--- src/rtl/pipe_ctrl_if.sv ---
// Handshake bundle between the ID/EX stages and the pipeline sequencer:
// decode hazard fields and stall/flush requests in, per-stage stall bits and flush out.
interface pipe_ctrl_if #(
   parameter int STALL_CNT_W = 16
);
   logic                   id_reg1_read_i;
   logic [4:0]             id_reg1_addr_i;
   logic                   id_reg2_read_i;
   logic [4:0]             id_reg2_addr_i;
   logic [4:0]             id_wd_i;
   logic                   id_wreg_i;
   logic                   id_is_load_i;
   logic                   ex_stallreq_i;
   logic                   flush_req_i;
   logic [5:0]             stall_o;
   logic                   flush_o;
   logic                   ex_timeout_o;
   logic [STALL_CNT_W-1:0] stall_cnt_o;

   modport master (
      output id_reg1_read_i, id_reg1_addr_i, id_reg2_read_i, id_reg2_addr_i,
      output id_wd_i, id_wreg_i, id_is_load_i, ex_stallreq_i, flush_req_i,
      input  stall_o, flush_o, ex_timeout_o, stall_cnt_o
   );

   modport slave (
      input  id_reg1_read_i, id_reg1_addr_i, id_reg2_read_i, id_reg2_addr_i,
      input  id_wd_i, id_wreg_i, id_is_load_i, ex_stallreq_i, flush_req_i,
      output stall_o, flush_o, ex_timeout_o, stall_cnt_o
   );
endinterface

--- src/rtl/pipe_ctrl.sv ---
// Pipeline sequencer for the 5-stage core: load-use and multi-cycle EX stalls,
// fixed-length flush, EX stall timeout and a saturating stall-cycle counter.
module pipe_ctrl #(
   parameter int MAX_EX_STALL = 16,
   parameter int FLUSH_CYC    = 1,
   parameter int STALL_CNT_W  = 16
) (
   input  logic       clk,
   input  logic       rst,
   pipe_ctrl_if.slave bus
);
   localparam int                     EXC_W      = $clog2(MAX_EX_STALL + 1);
   localparam logic [EXC_W-1:0]       EX_MAX     = EXC_W'(MAX_EX_STALL);
   localparam logic [EXC_W-1:0]       EX_ONE     = EXC_W'(1);
   localparam logic [EXC_W-1:0]       EX_ZERO    = EXC_W'(0);
   localparam logic [2:0]             FL_LAST    = 3'(FLUSH_CYC - 1);
   localparam logic [5:0]             STALL_EX   = 6'b001111;
   localparam logic [5:0]             STALL_LU   = 6'b000111;
   localparam logic [5:0]             STALL_NONE = 6'b000000;
   localparam logic [STALL_CNT_W-1:0] CNT_SAT    = {STALL_CNT_W{1'b1}};
   localparam logic [STALL_CNT_W-1:0] CNT_ONE    = STALL_CNT_W'(1);
   localparam logic [STALL_CNT_W-1:0] CNT_ZERO   = STALL_CNT_W'(0);

   typedef enum logic [1:0] {
      ST_RUN     = 2'd0,
      ST_EXSTALL = 2'd1,
      ST_FLUSH   = 2'd2
   } state_t;

   state_t                 r_state;
   state_t                 w_state_nxt;
   logic [EXC_W-1:0]       r_ex_cnt;
   logic [EXC_W-1:0]       w_ex_cnt_nxt;
   logic [2:0]             r_flush_cnt;
   logic [2:0]             w_flush_cnt_nxt;
   logic                   r_ld_v;
   logic [4:0]             r_ld_wd;
   logic                   r_timeout;
   logic [STALL_CNT_W-1:0] r_stall_cnt;
   logic                   w_load_use;
   logic                   w_enter_flush;
   logic                   w_set_timeout;
   logic [5:0]             w_stall;

   // Load-use hazard: the load in EX writes a register the ID instruction reads.
   // r0 loads never set r_ld_v, so r0 can never hazard.
   always_comb begin
      w_load_use = 1'b0;
      if (r_ld_v) begin
         w_load_use = (bus.id_reg1_read_i && (bus.id_reg1_addr_i == r_ld_wd)) ||
                      (bus.id_reg2_read_i && (bus.id_reg2_addr_i == r_ld_wd));
      end else begin
         w_load_use = 1'b0;
      end
   end

   // Stall arbitration: reset and flush override every request.
   always_comb begin
      w_stall = STALL_NONE;
      if (!rst) begin
         w_stall = STALL_NONE;
      end else if (r_state == ST_FLUSH) begin
         w_stall = STALL_NONE;
      end else if (bus.ex_stallreq_i) begin
         w_stall = STALL_EX;
      end else if (w_load_use) begin
         w_stall = STALL_LU;
      end else begin
         w_stall = STALL_NONE;
      end
   end

   // Next-state and counter logic for RUN / EXSTALL / FLUSH.
   always_comb begin
      w_state_nxt     = r_state;
      w_ex_cnt_nxt    = r_ex_cnt;
      w_flush_cnt_nxt = r_flush_cnt;
      case (r_state)
         ST_RUN: begin
            if (bus.flush_req_i) begin
               w_state_nxt     = ST_FLUSH;
               w_ex_cnt_nxt    = EX_ZERO;
               w_flush_cnt_nxt = 3'd0;
            end else if (bus.ex_stallreq_i) begin
               w_state_nxt  = ST_EXSTALL;
               w_ex_cnt_nxt = EX_ONE;
            end else begin
               w_state_nxt  = ST_RUN;
               w_ex_cnt_nxt = EX_ZERO;
            end
         end
         ST_EXSTALL: begin
            if (bus.flush_req_i) begin
               w_state_nxt     = ST_FLUSH;
               w_ex_cnt_nxt    = EX_ZERO;
               w_flush_cnt_nxt = 3'd0;
            end else if (!bus.ex_stallreq_i) begin
               w_state_nxt  = ST_RUN;
               w_ex_cnt_nxt = EX_ZERO;
            end else if (r_ex_cnt != EX_MAX) begin
               w_ex_cnt_nxt = r_ex_cnt + EX_ONE;
            end else begin
               w_ex_cnt_nxt = r_ex_cnt;
            end
         end
         ST_FLUSH: begin
            // Flush requests arriving here are absorbed; the length is fixed.
            w_ex_cnt_nxt = EX_ZERO;
            if (r_flush_cnt == FL_LAST) begin
               w_state_nxt     = ST_RUN;
               w_flush_cnt_nxt = 3'd0;
            end else begin
               w_flush_cnt_nxt = r_flush_cnt + 3'd1;
            end
         end
         default: begin
            w_state_nxt     = ST_RUN;
            w_ex_cnt_nxt    = EX_ZERO;
            w_flush_cnt_nxt = 3'd0;
         end
      endcase
   end

   assign w_enter_flush = (r_state != ST_FLUSH) && (w_state_nxt == ST_FLUSH);
   assign w_set_timeout = (w_state_nxt == ST_EXSTALL) && (w_ex_cnt_nxt == EX_MAX);

   // FSM state and counter registers.
   always_ff @(posedge clk) begin
      if (!rst) begin
         r_state     <= ST_RUN;
         r_ex_cnt    <= EX_ZERO;
         r_flush_cnt <= 3'd0;
      end else begin
         r_state     <= w_state_nxt;
         r_ex_cnt    <= w_ex_cnt_nxt;
         r_flush_cnt <= w_flush_cnt_nxt;
      end
   end

   // Tracks the load sitting in EX: follows ID->EX advance, bubbles and holds.
   always_ff @(posedge clk) begin
      if (!rst) begin
         r_ld_v  <= 1'b0;
         r_ld_wd <= 5'd0;
      end else if (r_state == ST_FLUSH) begin
         r_ld_v  <= 1'b0;
      end else if (!w_stall[2]) begin
         r_ld_v  <= bus.id_is_load_i && bus.id_wreg_i && (bus.id_wd_i != 5'd0);
         r_ld_wd <= bus.id_wd_i;
      end else if (!w_stall[3]) begin
         r_ld_v  <= 1'b0;
      end else begin
         r_ld_v  <= r_ld_v;
      end
   end

   // Sticky EX timeout and saturating stall-cycle counter.
   always_ff @(posedge clk) begin
      if (!rst) begin
         r_timeout   <= 1'b0;
         r_stall_cnt <= CNT_ZERO;
      end else begin
         if (w_enter_flush) begin
            r_timeout <= 1'b0;
         end else if (w_set_timeout) begin
            r_timeout <= 1'b1;
         end else begin
            r_timeout <= r_timeout;
         end
         if ((w_stall != STALL_NONE) && (r_stall_cnt != CNT_SAT)) begin
            r_stall_cnt <= r_stall_cnt + CNT_ONE;
         end else begin
            r_stall_cnt <= r_stall_cnt;
         end
      end
   end

   assign bus.stall_o      = w_stall;
   assign bus.flush_o      = rst && (r_state == ST_FLUSH);
   assign bus.ex_timeout_o = r_timeout;
   assign bus.stall_cnt_o  = r_stall_cnt;
endmodule

--- src/flat_wrapper.sv ---
// flat-port wrapper written by rule: the top's interface ports become plain ports
module pipe_ctrl_flat 
#(
   parameter int MAX_EX_STALL = 16,
   parameter int FLUSH_CYC    = 1,
   parameter int STALL_CNT_W  = 16
)
  (clk, rst, bus_id_reg1_read_i, bus_id_reg1_addr_i, bus_id_reg2_read_i, bus_id_reg2_addr_i, bus_id_wd_i, bus_id_wreg_i, bus_id_is_load_i, bus_ex_stallreq_i, bus_flush_req_i, bus_stall_o, bus_flush_o, bus_ex_timeout_o, bus_stall_cnt_o);
  pipe_ctrl_if #(.STALL_CNT_W(STALL_CNT_W)) bus_i ();
  input  logic clk;
  input  logic rst;
  input wire logic [$bits(bus_i.id_reg1_read_i)-1:0] bus_id_reg1_read_i;
  input wire logic [$bits(bus_i.id_reg1_addr_i)-1:0] bus_id_reg1_addr_i;
  input wire logic [$bits(bus_i.id_reg2_read_i)-1:0] bus_id_reg2_read_i;
  input wire logic [$bits(bus_i.id_reg2_addr_i)-1:0] bus_id_reg2_addr_i;
  input wire logic [$bits(bus_i.id_wd_i)-1:0] bus_id_wd_i;
  input wire logic [$bits(bus_i.id_wreg_i)-1:0] bus_id_wreg_i;
  input wire logic [$bits(bus_i.id_is_load_i)-1:0] bus_id_is_load_i;
  input wire logic [$bits(bus_i.ex_stallreq_i)-1:0] bus_ex_stallreq_i;
  input wire logic [$bits(bus_i.flush_req_i)-1:0] bus_flush_req_i;
  output wire logic [$bits(bus_i.stall_o)-1:0] bus_stall_o;
  output wire logic [$bits(bus_i.flush_o)-1:0] bus_flush_o;
  output wire logic [$bits(bus_i.ex_timeout_o)-1:0] bus_ex_timeout_o;
  output wire logic [$bits(bus_i.stall_cnt_o)-1:0] bus_stall_cnt_o;
  assign bus_i.id_reg1_read_i = bus_id_reg1_read_i;
  assign bus_i.id_reg1_addr_i = bus_id_reg1_addr_i;
  assign bus_i.id_reg2_read_i = bus_id_reg2_read_i;
  assign bus_i.id_reg2_addr_i = bus_id_reg2_addr_i;
  assign bus_i.id_wd_i = bus_id_wd_i;
  assign bus_i.id_wreg_i = bus_id_wreg_i;
  assign bus_i.id_is_load_i = bus_id_is_load_i;
  assign bus_i.ex_stallreq_i = bus_ex_stallreq_i;
  assign bus_i.flush_req_i = bus_flush_req_i;
  assign bus_stall_o = bus_i.stall_o;
  assign bus_flush_o = bus_i.flush_o;
  assign bus_ex_timeout_o = bus_i.ex_timeout_o;
  assign bus_stall_cnt_o = bus_i.stall_cnt_o;
  pipe_ctrl #(.MAX_EX_STALL(MAX_EX_STALL), .FLUSH_CYC(FLUSH_CYC), .STALL_CNT_W(STALL_CNT_W)) u_core (.clk(clk), .rst(rst), .bus(bus_i));
endmodule
--- config.mk ---
export PLATFORM = sky130hd
export DESIGN_NAME = pipe_ctrl_flat
export DESIGN_NICKNAME = d
export VERILOG_FILES = /design/src/rtl/pipe_ctrl_if.sv /design/src/rtl/pipe_ctrl.sv /design/src/flat_wrapper.sv
export SDC_FILE = /design/constraint.sdc
export NUM_CORES = 1
export LEC_CHECK = 0
export ABC_CLOCK_PERIOD_IN_PS = 4700
export CELL_PAD_IN_SITES_DETAIL_PLACEMENT = 1
export CELL_PAD_IN_SITES_GLOBAL_PLACEMENT = 1
export CORE_ASPECT_RATIO = 0.9
export CORE_MARGIN = 4
export CORE_UTILIZATION = 45
export CTS_BUF_LIST = sky130_fd_sc_hd__clkbuf_4 sky130_fd_sc_hd__clkbuf_8
export DETAILED_ROUTE_END_ITERATION = 10
export DONT_BUFFER_PORTS = 1
export GPL_TIMING_DRIVEN = 0
export PLACE_DENSITY = 0.83
export SYNTH_ARGS = -nofsm -noshare
export SYNTH_HDL_FRONTEND = slang
export SYNTH_SLANG_ARGS = --single-unit
--- constraint.sdc ---
create_clock -name clk -period 4.7 [get_ports clk]
set_input_delay 0.705 -clock clk [delete_from_list [all_inputs] [get_ports clk]]
set_output_delay 0.705 -clock clk [all_outputs]
set_load 0.03 [all_outputs]
Word-level counts from Yosys, hierarchy flattened --
Index checks and enable logic that the tools add are counted. Widths: inputs -> output; s select.
Storage, ports and cells: input port bits 23, register bits after elaboration 33
Cells by class: reduce and logical (&&, ||, !) cells 17, multiplexer cells 22, equality and inequality tests 12, add/sub/neg operators 3, bitwise operators 3
Operators with widths (count):
- $mux 5 | 4
- $mux 6 | 3
- $add 16x1->16 const B | 1
- $ne 16x16->1 const B | 1
- $eq 5x5->1 | 2
- $pmux 5 s2 | 1
- $mux 3 | 3
- $logic_and 1x1->1 | 8
- $mux 2 | 4
- $pmux 2 s3 | 1
- $pmux 3 s2 | 1
- $reduce_bool 6->1 | 1
- $reduce_or 2->1 | 3
- $add 5x1->5 const B | 1
- $eq 5x5->1 const B | 1
- $mux 1 | 5
- $ne 5x5->1 const B | 1
- $reduce_bool 5->1 | 1
- $eq 2x1->1 const B | 2
- $eq 2x2->1 const B | 2
- $ne 2x2->1 const B | 2
- $add 3x1->3 const B | 1
- $logic_not 3->1 | 1
- $not 1->1 | 3
- other kinds (4) | 4

Logic depth before layout (Yosys ltp) --
depth after elaboration 10, depth in mapped cells 10, mapped depth without buffers 7

Worst setup path after synthesis --
OpenSTA, ideal clock, no wires.
path kind in2out, from in rst, to out bus_stall_o[1], stages 8, path buffers 4, setup slack 1985 ps, data arrival time 2010 ps, path through buf_2 -> nand3_2 -> o41ai_2 -> nor2_1 -> buf_2 -> inv_1 -> buf_2 -> buf_4
Between the ends: longest elaborated chain between the ends 1
Ends and longest elaborated chain:
- from (decl) | RTL line flat_wrapper.sv:11 | input logic rst;
- $mux 6 | RTL line pipe_ctrl.sv:60 | if (!rst) begin
- to (decl) | RTL line flat_wrapper.sv:21 | output wire logic [$bits(bus_i.stall_o)-1:0] bus_stall_o;
No other way between the ends.

Final worst setup path --
from reg u_core.r_state[0], to out bus_stall_o[1]
Between the ends: longest elaborated chain between the ends 3
Ends and longest elaborated chain:
- from (decl) | RTL line pipe_ctrl.sv:30 | state_t r_state;
- from (signal assigned) | RTL line pipe_ctrl.sv:134 | r_state <= w_state_nxt;
- $eq 2x2->1 | RTL line pipe_ctrl.sv:62 | end else if (r_state == ST_FLUSH) begin
- $mux 6 | RTL line pipe_ctrl.sv:62
- $mux 6 | RTL line pipe_ctrl.sv:60
No other way between the ends.

==> metrics.yaml <==
global_route:
  first_global_vias: 1628
  grt_overflow: 0
  grt_usage: 0.195
  antenna_found_initial: 0
  grt_start_max_net_pins: 13
  grt_pass1_wl_mm: 7.42
setup_path:
  path_buf_inv: 5
  crit_type: "reg2out"
  crit_path_frequent_cell: "buf_2"
  crit_slowest_cell: "dfxtp_1"
  path_cells: "nand2b_1 -> buf_6 -> nand3_2 -> o41ai_2 -> nor2_1 -> buf_2 -> inv_1 -> buf_2 -> buf_4"
  worstPathArrival_ns: 2.29
  worst-path-max-fanout: 12
  r2r_slack_ns: 2.36
  cp_top_family: "buffers and inverters"
  cp-end-kind: "output port"
  startpoint_type: "flip-flop"
  cp_data_required_time_ns: 3.99
  max_stage_delay_ns: 0.36
clocking:
  hold_buffers: 0
  ctsResizeCount: 0
  clock_latency_ns: 0.28
  post_cts_buffers: 0
  clk_path_buf_depth: 2
  clock_sinks: 33
  cts_root_buffer: "clkbuf_8"
  path_clk_slew_ns: 0.06
  htree_num_levels: 2
  cts_inserted_buffers: 5
  cts_tree: "done"
yosys:
  ys_top_cells_by_count: "dfxtp_1 (33), a21oi_1 (21), nand2_1 (21)"
  ys.flop_type: "dfxtp_1"
  async_reset_ff_frac: 0
  synth_top_area_share: 0.374
  yosysWarnings: 0
  synth_largest_area_cell: "dfxtp_1"
  ys_top_cells_by_area: "dfxtp_1 (37%), a21oi_1 (6.0%), xnor2_1 (6.0%)"
  synth-edff-count: 0
  synth-seq-cells: 33
  synth-seq-area-share: 0.374
  syn_area_per_cell_sq_um: 8.06
  syn_inst: 219
  yosysMostFrequentCell: "dfxtp_1"
  synth_area_sq_um: 1770
  ys_types: 38
layout:
  area_delta_synth_final_pct: 8.58
  fin_nets: 255
  antenna_cells: 0
  stdcell_area_sq_um: 1920
  drive_gt1_frac: 0.0749
die:
  coreArea_sq_um: 3760
  die_height_microns: 67.4
  ios: 47
  start_util: 0.470
  die-width_microns: 74.0
  die-area_sq_um: 4990
  rows: 21
power:
  max-vdd-ir-drop_v: 0.000166
  powerDensity_nw_per_um2: 304
  finalPower_w: 0.000582
  leakage_nw: 0.690
routing:
  totalWireLength_mm: 4.53
  first_pass_iters: 4
  post_drt_via_cell_ratio: 5.93
  drt-wirelength-per-cell_microns: 16.6
  drcViolationCount: 0
  antenna_left: 0
  vias: 1619
  initialDrtViolationCount: 46
timing:
  setup_viol: 0
  tightest_slew_ns: 0.579
  period_needed_ns: 2.99
  setup_slack_ns: 1.71
  skew_ns: 0.00331
  drv_slew: 0
  relSlewSlack: 0.614
  grt_setup_unrepaired: "no"
  fin_crit_sh: 0.636
  finalHoldViolations: 0
  setup-tns-final_ns: 0
  max_freq_mhz: 334
placed_design:
  gp_congestion: 0.815
  portBuffers: 0
  postPlaceCellArea_sq_um: 1830
  dp_hpwl_mm: 3.45
  dp_slack_ns: 1.69
flow_run:
  drv_cap: 0
hold_path:
  hold_path_class: "reg2reg"
outcome:
  status: "finished, final reports clean"
==> placed cells by master (no fill, tap or decap), types with 2 or more instances in the layout <==
master,count
dfxtp_1,33
nand2_1,21
a21oi_1,21
nand3_1,19
o21ai_0,16
xnor2_1,12
nor2_1,11
inv_1,9
nand4_1,8
nor3_1,6
or3_1,6
clkbuf_8,6
ha_1,5
nand2b_1,4
xor2_1,4
clkbuf_1,4
mux2i_1,4
buf_4,4
buf_2,3
and3_1,3
o211ai_1,3
or4_1,3
o31ai_1,3
and4_1,2
conb_1,2
==> final timing paths <==
kind                                  start                    endpoint  cells past startpoint
setup / recovery          u_core.r_state[0]              bus_stall_o[1]                      9
setup reg to reg  u_core.bus.stall_cnt_o[0]  u_core.bus.stall_cnt_o[15]                      8
hold reg to reg       u_core.r_flush_cnt[1]       u_core.r_flush_cnt[1]                      2
hold / removal        u_core.r_flush_cnt[1]       u_core.r_flush_cnt[1]                      2
==> tightest hold or removal path: stages, from the launching register on <==
cell	delay (ns)
dfxtp_1	0.32
nand2_1	0.06
a21oi_1	0.05
==> cell families after synthesis <==
kind of cell / synth area share
multiplexers: 0.0227
XOR/XNOR: 0.0794
AO/OA/AOI/OAI: 0.173
flip-flops: 0.374
other: 0.00212
AND/OR/NAND/NOR: 0.249
buffers and inverters: 0.0638
adder cells (fa/ha/maj): 0.0354
==> sequential cells by signal, indices dropped and copies added, names as in the netlist <==
signal                   flops
u_core.bus.stall_cnt_o      16
u_core.r_ex_cnt              5
u_core.r_ld_wd               5
u_core.r_flush_cnt           3
u_core.r_state               2
u_core.bus.ex_timeout_o      1
u_core.r_ld_v                1
==> stage by stage <==
stage	hold WS [ns]	std cells	utilization
finish	0.480	273	0.510
floorplan	0.437	220	-
global placement	0.460	266	0.486
global route	0.499	273	0.510
CTS	0.487	273	0.510
detailed placement	0.478	266	0.486
==> routing by layer <==
metal | vias to the layer above | share of wire | global-route usage
li1 | 792 | - | -
met1 | 768 | 0.45 | 0.237
met2 | 52 | 0.46 | 0.322
met3 | 7 | 0.084 | 0.0640
met4 | 0 | 0.014 | 0.0679
met5 | - | 0 | 0
==> area by class of cell <==
type / instances / area (sq um)
flip-flops and latches: 33 / 661
well taps: 46 / 57.6
plain buffers: 13 / 75.1
fillers: 477 / 1840
multi-input cells: 164 / 996
clock buffers: 7 / 90.1
inverters: 10 / 37.5
==> power breakdown <==
group / switching [W] / internal (W)
Clock: 0.0000985 / 0.000122
Sequential: 0.0000146 / 0.000288
Combinational: 0.0000369 / 0.0000225
(Power assumes the default switching activity.)
